<file path="config.mk">
export PLATFORM = sky130hd
export DESIGN_NAME = ota_duty_meter
export DESIGN_NICKNAME = d
export VERILOG_FILES = /design/src/rtl/ota_duty_meter.sv
export SDC_FILE = /design/constraint.sdc
export NUM_CORES = 1
export LEC_CHECK = 0
export BUFFER_PORTS_ARGS = -buffer_cell sky130_fd_sc_hd__buf_2
export CORE_MARGIN = 5
export CORE_UTILIZATION = 25
export DETAILED_ROUTE_END_ITERATION = 6
export PLACE_DENSITY_LB_ADDON = 0.12
export SETUP_SLACK_MARGIN = 0.15
export SYNTH_ARGS = -nofsm -noshare
export SYNTH_HDL_FRONTEND = slang
export SYNTH_SLANG_ARGS = --single-unit
export TNS_END_PERCENT = 5
</file>
<file path="constraint.sdc">
create_clock -name clk -period 3.41 [get_ports clk]
set_clock_uncertainty 0.15 [all_clocks]
set_input_delay 0.5115 -clock clk [delete_from_list [all_inputs] [get_ports clk]]
set_output_delay 0.5115 -clock clk [all_outputs]
set_load 0.01 [all_outputs]
</file>
<file path="src/rtl/ota_duty_meter.sv">
// Comparator back-end: synchronizes and deglitches the OTA output, then measures
// high-time and rising-edge count over a 2^WIN_LOG2 clock window with a valid/ack readout.
module ota_duty_meter #(
  parameter int SYNC_STAGES = 2,
  parameter int FILT_LEN    = 3,
  parameter int WIN_LOG2    = 8,
  parameter int EDGE_W      = 8
) (
  input  logic                clk,
  input  logic                rst_n,
  input  logic                ena,
  input  logic                cmp_in,
  input  logic                start,
  input  logic                continuous,
  input  logic                result_ack,
  output logic                cmp_filt,
  output logic                busy,
  output logic [WIN_LOG2:0]   duty,
  output logic [EDGE_W-1:0]   edges,
  output logic                result_valid,
  output logic                overrun
);

  localparam int DW = WIN_LOG2 + 1;

  typedef enum logic {
    S_IDLE = 1'b0,
    S_RUN  = 1'b1
  } state_t;

  // Handshake: result_valid rises when a window publishes and stays high until the
  // consumer pulses result_ack; an ack in the publish cycle keeps the new result valid.

  state_t              state_q, state_d;
  logic [SYNC_STAGES-1:0] sync_q, sync_d;
  logic [FILT_LEN-1:0] hist_q, hist_d;
  logic                cmp_filt_q, cmp_filt_d;
  logic                filt_prev_q, filt_prev_d;
  logic [WIN_LOG2-1:0] win_cnt_q, win_cnt_d;
  logic [DW-1:0]       hi_cnt_q, hi_cnt_d;
  logic [EDGE_W-1:0]   edge_cnt_q, edge_cnt_d;
  logic [DW-1:0]       duty_q, duty_d;
  logic [EDGE_W-1:0]   edges_q, edges_d;
  logic                result_valid_q, result_valid_d;
  logic                overrun_q, overrun_d;
  logic                busy_q, busy_d;

  logic                rise;
  logic                publish;
  logic [DW-1:0]       hi_sum;
  logic [EDGE_W-1:0]   edge_next;

  always_comb begin
    sync_d = sync_q;
    sync_d[0] = cmp_in;
    for (int i = 1; i < SYNC_STAGES; i++) sync_d[i] = sync_q[i-1];

    hist_d = hist_q;
    hist_d[0] = sync_q[SYNC_STAGES-1];
    for (int i = 1; i < FILT_LEN; i++) hist_d[i] = hist_q[i-1];

    // Level changes only once the whole history agrees; mixed history holds.
    cmp_filt_d = cmp_filt_q;
    if (&hist_q)       cmp_filt_d = 1'b1;
    else if (~|hist_q) cmp_filt_d = 1'b0;

    filt_prev_d = cmp_filt_q;

    rise      = cmp_filt_q & ~filt_prev_q;
    hi_sum    = hi_cnt_q + DW'(cmp_filt_q);
    edge_next = (rise && (edge_cnt_q != '1)) ? edge_cnt_q + EDGE_W'(1) : edge_cnt_q;

    state_d        = state_q;
    win_cnt_d      = win_cnt_q;
    hi_cnt_d       = hi_cnt_q;
    edge_cnt_d     = edge_cnt_q;
    duty_d         = duty_q;
    edges_d        = edges_q;
    result_valid_d = result_valid_q;
    overrun_d      = overrun_q;
    publish        = 1'b0;

    case (state_q)
      S_IDLE: begin
        win_cnt_d  = '0;
        hi_cnt_d   = '0;
        edge_cnt_d = '0;
        if (start && ena) state_d = S_RUN;
      end
      S_RUN: begin
        if (!ena) begin
          state_d    = S_IDLE;
          win_cnt_d  = '0;
          hi_cnt_d   = '0;
          edge_cnt_d = '0;
        end else if (&win_cnt_q) begin
          publish    = 1'b1;
          duty_d     = hi_sum;
          edges_d    = edge_next;
          win_cnt_d  = '0;
          hi_cnt_d   = '0;
          edge_cnt_d = '0;
          state_d    = continuous ? S_RUN : S_IDLE;
        end else begin
          win_cnt_d  = win_cnt_q + WIN_LOG2'(1);
          hi_cnt_d   = hi_sum;
          edge_cnt_d = edge_next;
        end
      end
      default: state_d = S_IDLE;
    endcase

    if (publish) begin
      result_valid_d = 1'b1;
      if (result_ack)          overrun_d = 1'b0;
      else if (result_valid_q) overrun_d = 1'b1;
    end else if (result_ack) begin
      result_valid_d = 1'b0;
      overrun_d      = 1'b0;
    end

    busy_d = (state_d == S_RUN);
  end

  always_ff @(posedge clk or negedge rst_n) begin
    if (!rst_n) begin
      state_q        <= S_IDLE;
      sync_q         <= '0;
      hist_q         <= '0;
      cmp_filt_q     <= 1'b0;
      filt_prev_q    <= 1'b0;
      win_cnt_q      <= '0;
      hi_cnt_q       <= '0;
      edge_cnt_q     <= '0;
      duty_q         <= '0;
      edges_q        <= '0;
      result_valid_q <= 1'b0;
      overrun_q      <= 1'b0;
      busy_q         <= 1'b0;
    end else begin
      state_q        <= state_d;
      sync_q         <= sync_d;
      hist_q         <= hist_d;
      cmp_filt_q     <= cmp_filt_d;
      filt_prev_q    <= filt_prev_d;
      win_cnt_q      <= win_cnt_d;
      hi_cnt_q       <= hi_cnt_d;
      edge_cnt_q     <= edge_cnt_d;
      duty_q         <= duty_d;
      edges_q        <= edges_d;
      result_valid_q <= result_valid_d;
      overrun_q      <= overrun_d;
      busy_q         <= busy_d;
    end
  end

  assign cmp_filt     = cmp_filt_q;
  assign busy         = busy_q;
  assign duty         = duty_q;
  assign edges        = edges_q;
  assign result_valid = result_valid_q;
  assign overrun      = overrun_q;

endmodule

</file>
==> impl_summary.md <==
Place
OpenSTA, run right after detailed placement, puts the worst setup slack at 1.22 ns. Routability-driven placement finished with a final weighted congestion of between 0.6 and 0.7. The estimated wirelength of the detail-placed design is just under 3000 µm. The count of buffers from port buffering is 27.

Drt
Dividing the detail-routed via count by the number of cells gives 4.18. The post-detailed-routing wire length is roughly 4200 µm. The routed length per placed instance is between 10 and 15 µm. The routed layout has 1418 vias. The count of antenna-violating nets left after detailed routing is 0.

The DRC marker count from the first detailed-route iteration is 27. The first detailed-routing pass took 4 iterations. The DRC violations left is 0.

Power
The analysis attributes to cell leakage a power of 1.28 nW. The sum of internal, switching and leakage power is 1.14 mW. The largest voltage drop on the vdd net is 237 µV. The power density normalized to cell area is between 400 and 500 nW/µm².

CTS
TritonCTS built the clock tree. The number of H-tree levels is 2. The largest buffer count on any clock path is 2. Buffers inserted to repair hold after CTS numbered 1. In this run the post-CTS setup repair buffer count came out at 0. The number of cells upsized or downsized after cts is 0.

The number of buffers inserted during clock tree synthesis is 5. Clock tree synthesis selected as its root buffer the cell sky130_fd_sc_hd__clkbuf_8. The clock insertion delay at the later pin of the skew report is 0.30 ns. The clock drives 52 sinks. The clock-pin slew on the worst setup and hold paths is 0.09 ns.

Worst setup path
The setup path with the least slack is of type flop to flop. The startpoint identified for the worst register-to-register timing path is win_cnt_q[0]. STA classifies the critical path startpoint as a flop.

The required time at the endpoint of the critical path is around 3.4 ns. The critical path starts at win_cnt_q[0]. The arrival time of data at the critical path endpoint is about 2.1 ns. Along the worst path, the maximum fanout reaches 23. The type of destination of the critical path is a flop.

Timing
Setup violations remaining at the end of the flow were counted as 0. Static timing analysis puts the maximum clock frequency at roughly 0.47 GHz. The worst hold slack after final layout is 0.159 ns. The max-slew violation count is 0.

Counting I/O delays and the setup requirement, the final critical path takes 2.11 ns. The worst pin sits at a relative slew slack of 0.434. Setup repair after global routing left no endpoint under its margin.

After layout, the worst setup slack is about 1.3 ns. Of the available clock period, the critical path in the final layout requires 0.619. The sum of negative setup slack is 0 ns. At the pin with the least slew margin, the transition time is 0.849 ns.

The number of endpoints with negative hold slack in the final report is 0.

Die
The number of rows in the core area is 34. The floorplan core area is 8640 µm². Measured along the x axis, the die boundary spans around 100 µm. The die covers ~11000 µm². During I/O placement, the number of pins put on the boundary was 28. From bottom edge to top edge, the die measures approximately 100 µm. The initial utilization of the core area, before any placement, comes to 0.254.

Global routing
Summed over all layers, the global routing overflow is 0. The global-route wire length before repair is 7390 µm. Entering global routing, the biggest net connects 38 pins. The total routing usage reported by global routing is 0.0848. The via count of the first global-routing pass was approximately 1500. The initial antenna violation count came to 0.

Run
The tool flagged a number of max-cap violations equal to 0.

Run status
The run finished with clean final reports.

Cells and area
Compared with the post-synthesis result, the final layout area differs by 17.8%. The core utilization of the finished layout is 0.300. Of the cells placed in the final design, the portion with a size suffix greater than 1 is 0.182. The number of nets in the final layout is approximately 240. The number of inserted diodes is 0.

Logic synthesis
The fraction of the mapped netlist area in simple logic gates is 0.169. The most used flip-flop cell after synthesis is sky130_fd_sc_hd__dfrtp_1. The top-area cell type share of the netlist area is 0.593. The largest area contributor in the synthesized netlist is sky130_fd_sc_hd__dfrtp_1. The main combinational cell family by area after synthesis is simple AND/OR/NAND/NOR gates.

In this run, distinct cell masters in the synthesized netlist total 34. The count of mapped cells out of synthesis is approximately 200. The XOR/XNOR share of the synthesized area is 0.0558. The share of synthesized registers carrying an async set or reset is 1.00. The post-synth net total is 210.

Of the total synthesized cell area, the portion taken by full adders, half adders and majority gates is 0.0285. The share of the synthesized area in compound gates (AO/OA/AOI/OAI) was 0.0632. The multiplexer share of the synthesized area is 0.0524.

In this run, synthesis inferred 0 flip-flops with an integrated enable. The number of flip-flops and latches in the synthesized netlist is between 50 and 60. The post-synthesis sequential area ratio is 0.593. The synthesized netlist occupies a cell area of 2200 µm². The Yosys step of the flow raised 0 warnings. By area the synthesized netlist is led by sky130_fd_sc_hd__dfrtp_1, sky130_fd_sc_hd__nor2_1, sky130_fd_sc_hd__mux2i_1, sky130_fd_sc_hd__xnor2_1, sky130_fd_sc_hd__a21oi_1. The mean instance size in the synthesized netlist is 11.1 µm².

Worst hold path
The min-delay analysis places its worst path in the category input pin to flop. The origin of the worst min-delay path is cmp_in.
[per-stage QoR]
| step | std cells | cell area (µm²) |
|---|---|---|
| 4_1_cts | 339 | 2590 |
| 6_report | 339 | 2590 |
| 3_5_place_dp | 330 | 2450 |
| 5_1_grt | 339 | 2590 |
| 2_1_floorplan | 198 | 2200 |
| 3_3_place_gp | 330 | 2450 |
[power breakdown]
part,total [mW],internal [mW],switching (mW)
sequential,0.633,0.625,0.00827
clock,0.458,0.259,0.199
combinational,0.0442,0.0137,0.0305
[worst paths after layout]
check	endpoint	slack, ns	cells past startpoint
worst max-delay path	edge_cnt_q[7]	1.30	5
worst min-delay path	sync_q[0]	0.16	1
worst max register to register	edge_cnt_q[7]	1.30	5
worst min register to register	sync_q[1]	0.21	0
max in group asynchronous	edge_cnt_q[1]	1.80	3
min in group asynchronous	hist_q[1]	0.49	2
[layer usage]
metal | wire [µm] | GRT usage | up-vias | part of all wire
li1 | - | - | 725 | -
met1 | 2210 | 0.124 | 658 | 0.52
met4 | 55 | 0.0278 | 0 | 0.013
met5 | 0 | 0 | - | 0
met2 | 1760 | 0.118 | 30 | 0.42
met3 | 198 | 0.0255 | 5 | 0.047
[critical path, stage by stage (launching register included)]
cell                      delay [ns]
sky130_fd_sc_hd__dfrtp_1        0.39
sky130_fd_sc_hd__ha_1           0.23
sky130_fd_sc_hd__nand4_2        0.17
sky130_fd_sc_hd__nor2_1         0.18
sky130_fd_sc_hd__or2_1          0.69
sky130_fd_sc_hd__nor3_1         0.14
[flip-flops by register name, indices dropped and copies added (netlist names), 2 cells and up]
register / count
hi_cnt_q: 9
sync_q: 2
edge_cnt_q: 8
hist_q: 3
edges: 8
duty: 9
win_cnt_q: 8
[synth_stat cells (all sizes together) (2+ instances only)]
| cell type | number |
|---|---|
| dfrtp | 52 |
| a21oi | 13 |
| buf | 6 |
| nand3 | 6 |
| xor2 | 6 |
| nand4 | 7 |
| xnor2 | 8 |
| nand2 | 9 |
| a31oi | 2 |
| and3 | 4 |
| nor2 | 36 |
| inv | 11 |
| and2 | 2 |
| nor2b | 2 |
| mux2 | 4 |
| mux2i | 7 |
| o21ai | 4 |
| nor3 | 4 |
| ha | 5 |
| or2 | 2 |
[cells in the final DEF, fill, tap and decap left out, types with 3 or more instances in the layout]
| master | synthesis | routed |
|---|---|---|
| sky130_fd_sc_hd__dfrtp_1 | 52 | 52 |
| sky130_fd_sc_hd__nor2_1 | 36 | 36 |
| sky130_fd_sc_hd__buf_2 | 2 | 27 |
| sky130_fd_sc_hd__a21oi_1 | 13 | 13 |
| sky130_fd_sc_hd__inv_1 | 11 | 11 |
| sky130_fd_sc_hd__nand2_1 | 9 | 9 |
| sky130_fd_sc_hd__xnor2_1 | 8 | 8 |
| sky130_fd_sc_hd__mux2i_1 | 7 | 7 |
| sky130_fd_sc_hd__clkbuf_8 | 0 | 7 |
| sky130_fd_sc_hd__xor2_1 | 6 | 6 |
| sky130_fd_sc_hd__nand3_1 | 5 | 5 |
| sky130_fd_sc_hd__nand4_1 | 5 | 5 |
| sky130_fd_sc_hd__ha_1 | 5 | 5 |
| sky130_fd_sc_hd__and3_1 | 4 | 4 |
| sky130_fd_sc_hd__mux2_1 | 4 | 4 |
| sky130_fd_sc_hd__nor3_1 | 3 | 3 |
| sky130_fd_sc_hd__o21ai_0 | 3 | 3 |
| sky130_fd_sc_hd__buf_4 | 3 | 3 |
[cell families (layout without fill, tap and decap cells)]
kind of cell,count (synthesis),after routing
adder cells (fa/ha/maj),5,5
AND/OR/NAND/NOR,75,75
buffers and inverters,17,50
flip-flops,52,52
multiplexers,11,11
AO/OA/AOI/OAI,24,24
XOR/XNOR,14,14
[area by class of cell]
cell class	instances	area [µm²]
sequential	52	1300
clock buffer	7	96.3
multi-input combinational	129	816
timing repair buffer	31	168
inverter	11	41.3
tap	108	135
fill	886	6050
clock inverter	1	30.0
(Power assumes the default switching activity.)
